## src/rtl/pll_seq_ctrl.sv

```systemverilog
// pll_seq_ctrl: sequencer for the core clock/reset generator.
//
// Accepts a reconfiguration request and walks the generator through
// IDLE -> HOLD -> BYPASS -> PROG -> SWITCH -> RELEASE -> IDLE. The core is
// held in reset, its clock is parked on sys_clk, the PLL is reprogrammed and
// given time to lock, then the clock mux is switched and the core released.
// The core therefore never runs on an unsettled PLL clock or a mux glitch.
//
// Parameters:
//   SETTLE_CYCLES  cycles in each of HOLD, BYPASS and SWITCH (1..2^20-1)
//   LOCK_CYCLES    cycles in PROG waiting for PLL lock (1..2^20-1)
//   RESET_CFG      pll_cfg value after reset
//
// Ports:
//   sys_clk, sys_rst_n     clock; asynchronous active-low reset
//   req_valid/req_ready    request handshake; accepted when both are high
//   req_cfg, req_use_pll   request payload, latched on accept
//   pll_cfg, clk_sel       registered controls to the clock generator
//   core_hold_n            registered active-low core hold
//   busy, done             status; done is a one-cycle completion pulse
//   seq_state              current sequencer state, for observation
//
// Handshake: a request transfers on a rising sys_clk edge where req_valid
// and req_ready are both high. req_ready is high only in IDLE; requests seen
// while busy are dropped, never queued.
//
// Optional feature macro: PLL_SEQ_FASTPATH_EN. When defined, a request whose
// req_cfg equals the current pll_cfg skips BYPASS and PROG
// (IDLE -> HOLD -> SWITCH -> RELEASE). When undefined, every request runs
// the full sequence.

module pll_seq_ctrl #(
  parameter int unsigned SETTLE_CYCLES = 4,
  parameter int unsigned LOCK_CYCLES   = 16,
  parameter logic [2:0]  RESET_CFG     = 3'b000
) (
  input  logic       sys_clk,
  input  logic       sys_rst_n,
  input  logic       req_valid,
  output logic       req_ready,
  input  logic [2:0] req_cfg,
  input  logic       req_use_pll,
  output logic [2:0] pll_cfg,
  output logic       clk_sel,
  output logic       core_hold_n,
  output logic       busy,
  output logic       done,
  output logic [2:0] seq_state
);

  localparam logic [2:0] ST_IDLE    = 3'd0;
  localparam logic [2:0] ST_HOLD    = 3'd1;
  localparam logic [2:0] ST_BYPASS  = 3'd2;
  localparam logic [2:0] ST_PROG    = 3'd3;
  localparam logic [2:0] ST_SWITCH  = 3'd4;
  localparam logic [2:0] ST_RELEASE = 3'd5;

  // Counter runs 0..N-1 inside a state; these are the exit values.
  localparam logic [19:0] SETTLE_LAST = 20'(SETTLE_CYCLES - 1);
  localparam logic [19:0] LOCK_LAST   = 20'(LOCK_CYCLES - 1);

  logic [2:0]  state;
  logic [19:0] cnt;
  logic [2:0]  lat_cfg;
  logic        lat_use_pll;
`ifdef PLL_SEQ_FASTPATH_EN
  logic        fast;
`endif

  assign seq_state = state;

  // Every output is a register that is written on the edge that enters the
  // state it belongs to, so each change is visible in that state's first cycle.
  always_ff @(posedge sys_clk or negedge sys_rst_n) begin
    if (!sys_rst_n) begin
      state       <= ST_IDLE;
      cnt         <= 20'd0;
      lat_cfg     <= RESET_CFG;
      lat_use_pll <= 1'b0;
`ifdef PLL_SEQ_FASTPATH_EN
      fast        <= 1'b0;
`endif
      pll_cfg     <= RESET_CFG;
      clk_sel     <= 1'b0;
      core_hold_n <= 1'b1;
      busy        <= 1'b0;
      done        <= 1'b0;
      req_ready   <= 1'b1;
    end else begin
      case (state)
        ST_IDLE: begin
          if (req_valid && req_ready) begin
            lat_cfg     <= req_cfg;
            lat_use_pll <= req_use_pll;
`ifdef PLL_SEQ_FASTPATH_EN
            fast        <= (req_cfg == pll_cfg);
`endif
            state       <= ST_HOLD;
            cnt         <= 20'd0;
            core_hold_n <= 1'b0;
            busy        <= 1'b1;
            req_ready   <= 1'b0;
          end
        end

        ST_HOLD: begin
          if (cnt == SETTLE_LAST) begin
            cnt <= 20'd0;
`ifdef PLL_SEQ_FASTPATH_EN
            // PLL already carries the requested config: no need to park
            // the clock or reprogram, go straight to the mux switch.
            if (fast) begin
              state   <= ST_SWITCH;
              clk_sel <= lat_use_pll;
            end else
`endif
            begin
              state   <= ST_BYPASS;
              clk_sel <= 1'b0;
            end
          end else begin
            cnt <= cnt + 20'd1;
          end
        end

        ST_BYPASS: begin
          if (cnt == SETTLE_LAST) begin
            cnt     <= 20'd0;
            state   <= ST_PROG;
            // clk_sel has been 0 for the whole of BYPASS, so the PLL is
            // reprogrammed only while the core runs from sys_clk.
            pll_cfg <= lat_cfg;
          end else begin
            cnt <= cnt + 20'd1;
          end
        end

        ST_PROG: begin
          if (cnt == LOCK_LAST) begin
            cnt     <= 20'd0;
            state   <= ST_SWITCH;
            clk_sel <= lat_use_pll;
          end else begin
            cnt <= cnt + 20'd1;
          end
        end

        ST_SWITCH: begin
          if (cnt == SETTLE_LAST) begin
            cnt         <= 20'd0;
            state       <= ST_RELEASE;
            core_hold_n <= 1'b1;
            done        <= 1'b1;
          end else begin
            cnt <= cnt + 20'd1;
          end
        end

        ST_RELEASE: begin
          state     <= ST_IDLE;
          cnt       <= 20'd0;
          done      <= 1'b0;
          busy      <= 1'b0;
          req_ready <= 1'b1;
        end

        default: begin
          state       <= ST_IDLE;
          cnt         <= 20'd0;
          core_hold_n <= 1'b1;
          done        <= 1'b0;
          busy        <= 1'b0;
          req_ready   <= 1'b1;
        end
      endcase
    end
  end

endmodule

```

## config.mk

```make
export PLATFORM = sky130hd
export DESIGN_NAME = pll_seq_ctrl
export DESIGN_NICKNAME = d
export VERILOG_FILES = /design/src/rtl/pll_seq_ctrl.sv
export SDC_FILE = /design/constraint.sdc
export NUM_CORES = 1
export LEC_CHECK = 0
export BUFFER_PORTS_ARGS = -buffer_cell sky130_fd_sc_hd__buf_2
export CAP_MARGIN = 20
export CORE_MARGIN = 3
export CORE_UTILIZATION = 55
export CTS_CLUSTER_SIZE = 20
export DETAILED_ROUTE_END_ITERATION = 8
export PLACE_DENSITY = 0.77
export SETUP_SLACK_MARGIN = 0.3
export SLEW_MARGIN = 30
export SYNTH_ARGS = -nofsm -noshare
export SYNTH_HDL_FRONTEND = slang
export SYNTH_SLANG_ARGS = --single-unit
export TNS_END_PERCENT = 5
```

## constraint.sdc

```tcl
create_clock -name sys_clk -period 3.9 [get_ports sys_clk]
set_input_delay 0.195 -clock sys_clk [delete_from_list [all_inputs] [get_ports sys_clk]]
set_output_delay 0.195 -clock sys_clk [all_outputs]
set_load 0.03 [all_outputs]
```

---- Yosys cells after proc, flatten, opt, wreduce, memory -nomap -nowiden ----
Cells that the tools add are included.
W data, S select, Z words.
cells by class
  $add $sub $neg .......................... 1
  eq/ne operators ......................... 12
  multiplexer cells ....................... 20
  bitwise logic cells ..................... 3
  reductions and logical operators ........ 14
operators by type and width
  operator                 number
  $mux W20                 3
  $pmux W20 S3             1
  $add A20 B1 Y20 const B  1
  $eq A20 B2 Y1 const B    1
  $eq A20 B4 Y1 const B    1
  $mux W3                  5
  $pmux W3 S5              1
  $reduce_or A4 Y1         3
  $ne A2 B2 Y1 const B     5
  $pmux W1 S2              4
  $reduce_and A2 Y1        4
  $eq A3 B2 Y1 const B     2
  $eq A3 B3 Y1 const B     2
  $reduce_and A3 Y1        2
  $mux W1                  5
  $reduce_and A5 Y1        1
  $eq A3 B1 Y1 const B     1
  $logic_not A3 Y1         1
  $not A1 Y1               3
  $pmux W1 S3              1
  $reduce_or A3 Y1         1
  $reduce_bool A2 Y1       1
  $logic_and A1 B1 Y1      1
word-level totals
  register bits after elaboration ......... 35
  bits of input ports ..................... 7
  output and inout port bits .............. 11
  logic and storage cells ................. 60

---- Depth between registers and ports, before layout ----
  depth in word-level cells ............... 4
  gate-level depth with buffers ........... 7
  depth with buffers taken out ............ 6

---- Worst setup path after synthesis ----
OpenSTA, ideal clock, no wires.
  path kind ............................... register to register
  start point ............................. reg cnt[8]
  end point ............................... reg pll_cfg[0]
  setup time .............................. 0.125 ns
  arrival time ............................ 1.645 ns
  data required time ...................... 3.775 ns
  setup slack ............................. 2.131 ns
  stages on the path, launching flop included .. 7
  buffers on the path ..................... 1
  clock period less this slack ............ 1.769 ns
  cells stage by stage .................... dfrtp_1 buf_6 nor4_2 and4_4 nand2_4 nor4_4 mux2_2
on the way
  word-level cells in the longest chain between the ends .. 2
ends and longest elaborated chain
  element                      RTL line  source
  start: declaration           63        logic [19:0] cnt;
  start signal: assignment     122       cnt <= cnt + 20'd1;
  start signal: assignment     134       cnt <= cnt + 20'd1;
  start signal: assignment     144       cnt <= cnt + 20'd1;
  $eq A20 B2 Y1                127       if (cnt == SETTLE_LAST) begin
  $reduce_and A2 Y1 (no line)  -
  end signal: assignment       132       pll_cfg <= lat_cfg;
  end: declaration             43        output logic [2:0] pll_cfg,
No other way between the ends.
A chain may end at the register's enable or synchronous reset.

---- Worst setup path in the final report ----
  start point ............................. reg cnt[14]
  end point ............................... reg cnt[11]
on the way
  word-level cells in the longest chain between the ends .. 3
  elaborated cells on any way between the ends .. 5
  classes of those cells .................. eq/ne: 2; mux: 3
ends and longest elaborated chain
  element                                         RTL line  source
  $eq A20 B2 Y1 or $eq A20 B4 Y1 (tied branches)  -
  $mux W20, on equally long branches              -
  $pmux W20 S3 (*)                                90        case (state)
Mark *: on every way between the ends. The rest lies on a longest branch, timed or not.

==> results.json <==
{
  "synth.area.top_cells": "dfrtp_1 43%, nor2_1 4.9%, mux2_2 4.1%",
  "cp.arrival_ns": 2.66,
  "vias": 1538,
  "r2r-start": "cnt[14]$_DFFE_PN0P_",
  "max_stage_delay_ns": 0.62,
  "crit_family": "simple AND/OR/NAND/NOR gates",
  "root_buffer": "clkbuf_4",
  "num-nets-final": 221,
  "clk_latency_ns": 0.33,
  "grt_max_degree": 36,
  "fin_crit_sh_pct": 63.2,
  "path_cells": "nor4_1, and4_4, a21oi_1, nor3_2, nor2_1",
  "synth_cell_types": 45,
  "final_antenna_net_count": 0,
  "r2r-end": "cnt[11]$_DFFE_PN0P_",
  "fin_cells": 257,
  "synthArstFlopShare_pct": 100,
  "clock_path_buffers": 2,
  "numPortBuffers": 17,
  "tns_ns": 0,
  "relSlewSlack_pct": 41.3,
  "power_density_nw_per_um2": 299,
  "gr-total-overflow": 0,
  "post_cts_buffers": 0,
  "vias_per_cell": 5.98,
  "drv_slew": 0,
  "maxCapViolations": 0,
  "vdd_drop_max_v": 0.000226,
  "rsz0062_at_grt": "false",
  "dr.pass1.iters": 4,
  "status": "finished clean",
  "cts_max_level": 2,
  "synth_top_cell_by_area": "dfrtp_1",
  "synthToLayoutAreaGrowth_pct": 9.32,
  "whs_endpoint": "lat_cfg[2]$_DFFE_PN0P_",
  "synth_edf_count": 0,
  "post-route-min-period_ns": 2.46,
  "die_h_microns": 64.9,
  "initialDrtViolationCount": 124,
  "finalHoldViolations": 0,
  "wl_per_cell_microns": 16.0,
  "worstRegToRegCells": 5,
  "cp-end-kind": "register",
  "r2r_slack_ns": 1.44,
  "synthFlopType": "dfrtp_1",
  "fmax_mhz": 406,
  "path_clk_slew_ns": 0.11,
  "cp_max_fo": 11,
  "required_ns": 4.10,
  "cp-start-kind": "register",
  "yosysWarnings": 0,
  "clock-skew-final_ns": 0.0126,
  "globalRouteTotalUtil_pct": 21.6,
  "cts_sinks": 35,
  "gp_congestion": 0.846,
  "cts_tree": "built",
  "path_class": "reg -> reg",
  "cts_resized": 0,
  "grt_pass1_vias": 1550,
  "finalSetupViolCount": 0,
  "holdPathStages": 2,
  "wirelength_microns": 4120,
  "crit_slowest_cell": "nor3_2",
  "die_w_microns": 64.9,
  "grt_pass1_wl_microns": 7110,
  "synth_top_area_share_pct": 43.3,
  "min-delay-start": "req_cfg[2]",
  "synthCells": 196,
  "design_area_sq_um": 2080,
  "hp-class": "in -> reg",
  "syn-num-nets": 204,
  "path_buf_inv": 0,
  "p_leak_nw": 0.913,
  "yosysSeqAreaShare_pct": 46.1,
  "drive_gt1_share_pct": 22.1,
  "antenna_found_initial": 0,
  "n_antenna_cell": 0,
  "num-fill-cells": 268,
  "dp_cells": 249,
  "tightest_slew_ns": 0.881,
  "initial_core_util_pct": 60.0,
  "ctsHoldBuffers": 1,
  "synth-seq-cells": 35,
  "placed_cell_area_sq_um": 2000,
  "core_sq_um": 3180,
  "synth_area_sq_um": 1910,
  "drc_errors": 0,
  "avgSynthCellArea_sq_um": 9.72,
  "ios": 18,
  "place.detailed.hpwl_microns": 2860,
  "rows": 20,
  "cts_buffers": 5,
  "dieArea_sq_um": 4210
}
## worst register-to-register path, cell delays in order, from the launching register on
cell and delay [ns]:
dfrtp_1 0.45, nor4_1 0.52, and4_4 0.34, a21oi_1 0.26
nor3_2 0.62, nor2_1 0.15
## power by group
group | leakage [nW] | internal (mW) | switching [mW]
clock | 0.0383 | 0.132 | 0.117
sequential | 0.456 | 0.363 | 0
combinational | 0.418 | 0.00278 | 0.00804
total | 0.913 | 0.498 | 0.125
## layout make-up
class | instances | area (sq um) | share of cell area (%)
inverters | 9 | 33.8 | 1.62
multi-input cells | 143 | 942 | 45.2
clock buffers | 6 | 41.3 | 1.98
repair buffers | 19 | 103 | 4.92
flip-flops and latches | 35 | 878 | 42.2
well taps | 44 | 55.1 | 2.64
clock inverters | 1 | 30.0 | 1.44
## registers in the layout (all words and copies together), names as in the netlist
| name | flops |
|---|---|
| clk_sel | 1 |
| core_hold_n | 1 |
| seq_state | 3 |
| lat_use_pll | 1 |
| done | 1 |
| cnt | 20 |
| req_ready | 1 |
| lat_cfg | 3 |
| busy | 1 |
| pll_cfg | 3 |
## per-stage QoR
| stage | hold WS, ns | setup slack, ns | power (mW) | util [%] |
|---|---|---|---|---|
| 5_1_grt | 0.0851 | 1.30 | 0.646 | 65.6 |
| 6_report | 0.0964 | 1.44 | 0.623 | 65.6 |
| 3_5_place_dp | 0.316 | 1.49 | 0.380 | 63.0 |
| 3_3_place_gp | 0.298 | 1.58 | 0.380 | 63.0 |
| 4_1_cts | 0.0858 | 1.46 | 0.629 | 65.6 |
| 2_1_floorplan | -0.101 | 2.13 | 0.370 | - |
## synthesized netlist by cell type (3+ instances only)
cell,number
mux2_2,7
and3_1,3
o211ai_1,5
xor2_1,5
dfrtp_1,33
a31oi_1,4
nor3_1,4
nand3_1,7
nand4_1,7
nand2_1,15
nor2_1,25
a21oi_1,8
o21ai_0,13
xnor2_1,7
inv_1,9
buf_2,6
## how the worst max path moves through the flow
| stage | to | cells past startpoint | from |
|---|---|---|---|
| 6_report | cnt[11]$_DFFE_PN0P_ | 5 | cnt[14]$_DFFE_PN0P_ |
| 5_1_grt | cnt[11]$_DFFE_PN0P_ | 5 | cnt[14]$_DFFE_PN0P_ |
| 4_1_cts | cnt[11]$_DFFE_PN0P_ | 5 | cnt[14]$_DFFE_PN0P_ |
| 3_5_place_dp | cnt[11]$_DFFE_PN0P_ | 5 | cnt[14]$_DFFE_PN0P_ |
| 3_3_place_gp | cnt[16]$_DFFE_PN0P_ | 5 | cnt[14]$_DFFE_PN0P_ |
| 2_1_floorplan | pll_cfg[0]$_DFFE_PN0P_ | 6 | cnt[8]$_DFFE_PN0P_ |
## layout by cell type (no fill, tap or decap), drive strengths merged
cell type,synthesis,layout
a2111o,1,1
a2111oi,1,1
a21boi,3,3
a21oi,8,8
a22o,1,1
a31oi,4,4
and3,3,3
and4,4,4
buf,9,18
bufinv,0,1
clkbuf,0,6
dfrtp,33,33
dfstp,2,2
dlygate4sd3,0,1
ha,1,1
inv,9,9
maj3,1,1
mux2,7,7
mux2i,1,1
nand2,16,16
nand2b,1,1
nand3,7,7
nand4,7,7
nor2,26,26
nor2b,2,2
nor3,6,6
nor3b,2,2
nor4,5,5
nor4b,1,1
o211ai,5,5
o21ai,13,13
o22ai,2,2
o2bb2ai,1,1
o31ai,1,1
or3,1,1
xnor2,7,7
xor2,5,5
## per-layer routing
| metal | track usage (%) | up-vias | wire length (microns) |
|---|---|---|---|
| met5 | 0 | - | 0 |
| met3 | 4.68 | 8 | 179 |
| met1 | 26.9 | 747 | 1810 |
| met4 | 7.65 | 0 | 51 |
| li1 | - | 736 | - |
| met2 | 36.8 | 47 | 2080 |
## cells by family after synthesis
family	count (synthesis)	share of synthesized area, %
XOR/XNOR	12	5.52
buffers and inverters	18	4.73
AO/OA/AOI/OAI	40	13.5
adder cells (fa/ha/maj)	2	1.25
AND/OR/NAND/NOR	81	24.2
multiplexers	8	4.66
flip-flops	35	46.1
(Power assumes the default switching activity.)
